[src/rtl/switch_pipeline_pkg.sv]
// Shared definitions for the switch frame-path pipeline stages.
// Holds the skid-buffer state encoding and the handshake signal constants.
package switch_pipeline_pkg;

  typedef enum logic [1:0] {
    ST_EMPTY = 2'b00,
    ST_BUSY  = 2'b01,
    ST_FULL  = 2'b10
  } skid_state_e;

  localparam int HS_WIDTH = 1;
  localparam logic [HS_WIDTH-1:0] HS_ASSERT   = 1'b1;
  localparam logic [HS_WIDTH-1:0] HS_DEASSERT = 1'b0;

endpackage

[src/rtl/register_areset.sv]
// Register with clock enable, synchronous clear and async active-low reset.
// Latency 1 cycle; no backpressure (load is controlled by enable alone).
module register_areset #(
  parameter int               WIDTH       = 1,
  parameter logic [WIDTH-1:0] RESET_VALUE = '0
) (
  input  logic             clock,
  input  logic             areset_n,
  input  logic             clear,
  input  logic             enable,
  input  logic [WIDTH-1:0] d,
  output logic [WIDTH-1:0] q
);

  // Clear wins over enable so a simultaneous load is discarded.
  always_ff @(posedge clock or negedge areset_n) begin
    if (!areset_n) begin
      q <= RESET_VALUE;
    end else if (clear) begin
      q <= RESET_VALUE;
    end else if (enable) begin
      q <= d;
    end
  end

endmodule

[src/rtl/pipeline_skid_buffer.sv]
// Two-entry ready/valid skid buffer; every output is driven straight from a flop.
// Latency 1 cycle; backpressure: at most one extra word is absorbed into skid, then input_ready drops.
module pipeline_skid_buffer
  import switch_pipeline_pkg::*;
#(
  parameter int                    WORD_WIDTH  = 8,
  parameter logic [WORD_WIDTH-1:0] RESET_VALUE = '0
) (
  input  logic                  clock,
  input  logic                  areset_n,
  input  logic                  clear,
  input  logic                  input_valid,
  output logic                  input_ready,
  input  logic [WORD_WIDTH-1:0] input_data,
  output logic                  output_valid,
  input  logic                  output_ready,
  output logic [WORD_WIDTH-1:0] output_data
);

  logic [1:0]            state_bits;
  skid_state_e           state_q;
  skid_state_e           state_d;
  logic [WORD_WIDTH-1:0] main_q;
  logic [WORD_WIDTH-1:0] main_d;
  logic [WORD_WIDTH-1:0] skid_q;
  logic                  main_en;
  logic                  skid_en;
  logic                  input_ready_q;
  logic                  input_ready_d;
  logic                  output_valid_q;
  logic                  output_valid_d;
  logic                  insert;
  logic                  remove;

  always_comb state_q = skid_state_e'(state_bits);

  always_comb begin
    state_d        = state_q;
    main_d         = input_data;
    main_en        = 1'b0;
    skid_en        = 1'b0;
    insert         = input_valid & input_ready_q;
    remove         = output_valid_q & output_ready;

    case (state_q)
      ST_EMPTY: begin
        if (insert) begin
          state_d = ST_BUSY;
          main_en = 1'b1;
        end
      end
      ST_BUSY: begin
        if (insert && !remove) begin
          state_d = ST_FULL;
          skid_en = 1'b1;
        end else if (insert && remove) begin
          main_en = 1'b1;
        end else if (remove) begin
          state_d = ST_EMPTY;
        end
      end
      ST_FULL: begin
        // input_ready is low here, so only a remove can happen.
        if (remove) begin
          state_d = ST_BUSY;
          main_d  = skid_q;
          main_en = 1'b1;
        end
      end
      default: state_d = ST_EMPTY;
    endcase

    // Handshake flags are registered copies of the next state's decode.
    input_ready_d  = (state_d != ST_FULL);
    output_valid_d = (state_d != ST_EMPTY);
  end

  register_areset #(.WIDTH(2), .RESET_VALUE(ST_EMPTY)) u_state (
    .clock(clock), .areset_n(areset_n), .clear(clear), .enable(1'b1),
    .d(state_d), .q(state_bits)
  );

  register_areset #(.WIDTH(WORD_WIDTH), .RESET_VALUE(RESET_VALUE)) u_main (
    .clock(clock), .areset_n(areset_n), .clear(clear), .enable(main_en),
    .d(main_d), .q(main_q)
  );

  register_areset #(.WIDTH(WORD_WIDTH), .RESET_VALUE(RESET_VALUE)) u_skid (
    .clock(clock), .areset_n(areset_n), .clear(clear), .enable(skid_en),
    .d(input_data), .q(skid_q)
  );

  register_areset #(.WIDTH(HS_WIDTH), .RESET_VALUE(HS_ASSERT)) u_input_ready (
    .clock(clock), .areset_n(areset_n), .clear(clear), .enable(1'b1),
    .d(input_ready_d), .q(input_ready_q)
  );

  register_areset #(.WIDTH(HS_WIDTH), .RESET_VALUE(HS_DEASSERT)) u_output_valid (
    .clock(clock), .areset_n(areset_n), .clear(clear), .enable(1'b1),
    .d(output_valid_d), .q(output_valid_q)
  );

  assign input_ready  = input_ready_q;
  assign output_valid = output_valid_q;
  assign output_data  = main_q;

endmodule

[config.mk]
export PLATFORM = sky130hd
export DESIGN_NAME = pipeline_skid_buffer
export DESIGN_NICKNAME = d
export VERILOG_FILES = /design/src/rtl/switch_pipeline_pkg.sv /design/src/rtl/register_areset.sv /design/src/rtl/pipeline_skid_buffer.sv
export SDC_FILE = /design/constraint.sdc
export NUM_CORES = 1
export LEC_CHECK = 0
export ABC_AREA = 1
export BUFFER_PORTS_ARGS = -buffer_cell sky130_fd_sc_hd__buf_4
export CAP_MARGIN = 20
export CELL_PAD_IN_SITES_DETAIL_PLACEMENT = 0
export CELL_PAD_IN_SITES_GLOBAL_PLACEMENT = 2
export CORE_UTILIZATION = 27
export CTS_BUF_LIST = sky130_fd_sc_hd__clkbuf_16
export DETAILED_ROUTE_END_ITERATION = 10
export GPL_ROUTABILITY_DRIVEN = 0
export PLACE_DENSITY = 0.81
export RECOVER_POWER = 25
export SLEW_MARGIN = 30
export SYNTH_ARGS = -nofsm -noshare
export SYNTH_HDL_FRONTEND = slang
export SYNTH_SLANG_ARGS = --single-unit
[constraint.sdc]
create_clock -name clock -period 1.3 [get_ports clock]
set_clock_uncertainty 0.2 [all_clocks]
set_input_delay 0.13 -clock clock [delete_from_list [all_inputs] [get_ports clock]]
set_output_delay 0.13 -clock clock [all_outputs]
set_load 0.05 [all_outputs]
==> results.sh <==
export IMPL_cts_buffers=3
export IMPL_power_density_nw_per_um2=1110
export IMPL_clock_power_share=0.337
export IMPL_drv_cap=0
export IMPL_htreeDepth=1
export IMPL_die_h_um=63.9
export IMPL_final_setup_tns_ps=-1660
export IMPL_power_switching_mw=0.620
export IMPL_grt_pass1_vias=1063
export IMPL_critical_path_slowest_cell="dfrtp_1"
export IMPL_dieArea_um2=4090
export IMPL_synth_top_cell_area_share=0.459
export IMPL_worst_path_largest_cell_delay_ps=400
export IMPL_dp_hpwl_um=1950
export IMPL_hold_viol=0
export IMPL_wl_per_cell_um=13.0
export IMPL_grt_overflow_total=0
export IMPL_layout_commonest_cell="nand2_1"
export IMPL_synth_fa_ha_area_frac=0
export IMPL_swShare=0.323
export IMPL_yosys_area_share_simple=0.465
export IMPL_ir_drop_v=0.000373
export IMPL_clk_latency_ps=250
export IMPL_start_util=0.283
export IMPL_timing_fmax_ghz=0.710
export IMPL_yosys_area_share_xor_xnor=0
export IMPL_worst_slack_ps=-109
export IMPL_ys_ff_latch=20
export IMPL_r2r_cells=7
export IMPL_diodes=0
export IMPL_pwr_share_comb=0.295
export IMPL_coreArea_um2=3660
export IMPL_netlist_area_um2=1040
export IMPL_slew_violations=0
export IMPL_synthCells=129
export IMPL_setup_worst_path_class="reg -> reg"
export IMPL_layout_drive_gt1_share=0.475
export IMPL_vias=1063
export IMPL_antenna_found_initial=0
export IMPL_endpoint_kind="flop"
export IMPL_whs_path_depth=3
export IMPL_min_period_over_period=1.08
export IMPL_via_per_inst=4.68
export IMPL_numClockSinks=20
export IMPL_totalPowerFinal_mw=1.92
export IMPL_mostFrequentLayoutCells="40 x nand2_1, 29 x buf_4, 18 x nand2_2, 18 x dfrtp_1, 13 x nand3_1"
export IMPL_crit_path_start_kind="flop"
export IMPL_min_to="u_input_ready.q"
export IMPL_synth_avg_cell_area_um2=8.03
export IMPL_ant_nets=0
export IMPL_syn_nets=142
export IMPL_r2r_start="u_state.q[0]"
export IMPL_synth_seq_area_share=0.484
export IMPL_status="finished with violations"
export IMPL_p_int_mw=1.30
export IMPL_yosys_area_top_type="dfrtp_1"
export IMPL_synth_top_family_by_area="simple AND/OR/NAND/NOR gates"
export IMPL_crit_required_ps=1240
export IMPL_p_seq_frac=0.368
export IMPL_worst_pin_slew_ps=514
export IMPL_port_buffers=22
export IMPL_cellLeakagePower_nw=0.877
export IMPL_grt_pass1_wl_um=5000
export IMPL_cpMostUsedCell="nand2_1"
export IMPL_muxShareOfSynthArea=0
export IMPL_firstDrtPassIters=4
export IMPL_violations="setup timing"
export IMPL_drc=0
export IMPL_max_slew_margin=0.657
export IMPL_num_rows=22
export IMPL_synth_compound_area_share=0
export IMPL_hold_worst_slack_ps=48.2
export IMPL_crit_fanout=8
export IMPL_grtUsageTotal=0.160
export IMPL_die_w_um=63.9
export IMPL_area_delta_synth_final_pct=66.2
export IMPL_post_place_ws_ps=-169
export IMPL_dp_cells=206
export IMPL_grt_start_max_net_pins=26
export IMPL_grt_setup_unrepaired="true"
export IMPL_period_needed_ps=1410
export IMPL_fin_nets=193
export IMPL_synth_area_leaders="dfrtp_1 46%, nand2_1 21%, nand3_1 10%"
export IMPL_final_cells=227
export IMPL_setup_viol=21
export IMPL_wirelength_um=2950
export IMPL_ioPinCount=23
export IMPL_tritoncts="done"
export IMPL_drt_iter0_markers=19
export IMPL_clk_pin_slew_ps=60
export IMPL_yosysUniqueCellTypes=18
export IMPL_worstHoldPathType="in -> reg"
export IMPL_clockRootBuffer="clkbuf_16"
export IMPL_timing_rr_end="u_main.q[7]"
export IMPL_ys_warnings_count=0
export IMPL_path_cells="buf_6 -> nor2_4 -> nand2_8 -> nand2_1 -> nand2_1 -> nand3_1 -> nand2_1"
export IMPL_ff2ff_setup_slack_ps=-110
export IMPL_hold_path_startpoint="clear"
export IMPL_cts_path_max_buffers=2
export IMPL_worstPathArrival_ps=1350
[synth_stat cells]
cell and number:
nand2_4 2, nand3_4 1, nor3_1 1, clkinv_1 1, nor2_1 1, buf_6 2, nor2_4 3, nand3_1 21
nand2_1 59, nor2_2 1, dfstp_2 1, dfrtp_1 19, nand3_2 1, clkbuf_1 1, inv_2 1, nand2_2 1
inv_1 5, nand4_1 8
[worst max path at each step]
stage,start,end,slack (ps),cells after the start
2_1_floorplan,u_input_ready.q,u_output_valid.q,-260,6
4_1_cts,u_input_ready.q,u_skid.q[5],-100,6
5_1_grt,u_state.q[0],u_main.q[5],-180,8
3_3_place_gp,u_input_ready.q,u_output_valid.q,-150,6
3_5_place_dp,u_input_ready.q,u_output_valid.q,-170,6
6_report,u_state.q[0],u_main.q[7],-110,7
[logic make-up (layout without fill, tap and decap cells)]
kind of cell           count (synthesis)  count (layout)
flip-flops                            20              20
buffers and inverters                 10              58
AND/OR/NAND/NOR                       99             101
[registers in the layout (all words and copies together), names as in the netlist]
register / cells
u_input_ready.q: 1
u_state.q: 2
u_skid.q: 8
u_main.q: 8
u_output_valid.q: 1
[routing by layer]
layer  vias to the layer above  share of wire  GRT usage
met5                         -              0          0
met4                         0          0.012     0.0540
met3                         4          0.018     0.0214
met2                        13           0.52      0.273
met1                       520           0.45      0.206
li1                        526              -          -
[critical path, delay by kind of cell, from the launching register on]
kind / cells / cell delay [ps]
simple gates: 6 / 550
flops: 1 / 400
buf+inv: 1 / 130
[power groups by stage]
| stage | sequential [mW] | clock, mW | combinational (mW) |
|---|---|---|---|
| 2_1_floorplan | 0.824 | 0 | 0.171 |
| 3_3_place_gp | 0.713 | 0 | 0.453 |
| 3_5_place_dp | 0.715 | 0 | 0.460 |
| 4_1_cts | 0.704 | 0.653 | 0.537 |
| 5_1_grt | 0.711 | 0.691 | 0.605 |
| 6_report | 0.706 | 0.647 | 0.566 |
[what timing repair did]
item	CTS	global route
hold endpoints to repair	28	0
pin swaps	16	5
buffers inserted	5	1
setup endpoints to repair	22	22
hold buffers	9	0
cloned	2	0
resized for setup	19	17
[area by class of cell]
class,count,area (um^2)
clock inverters,1,3.75
well taps,48,60.1
inverters,7,33.8
repair buffers,47,407
clock buffers,3,75.1
multi-input cells,101,639
fillers,371,1940
flip-flops and latches,20,503
[stage by stage]
stage | util | instance area [um^2]
2_1_floorplan | - | 1090
3_3_place_gp | 0.373 | 1370
3_5_place_dp | 0.373 | 1370
4_1_cts | 0.453 | 1660
5_1_grt | 0.470 | 1720
6_report | 0.470 | 1720
Power figures use the tool's default switching activity.
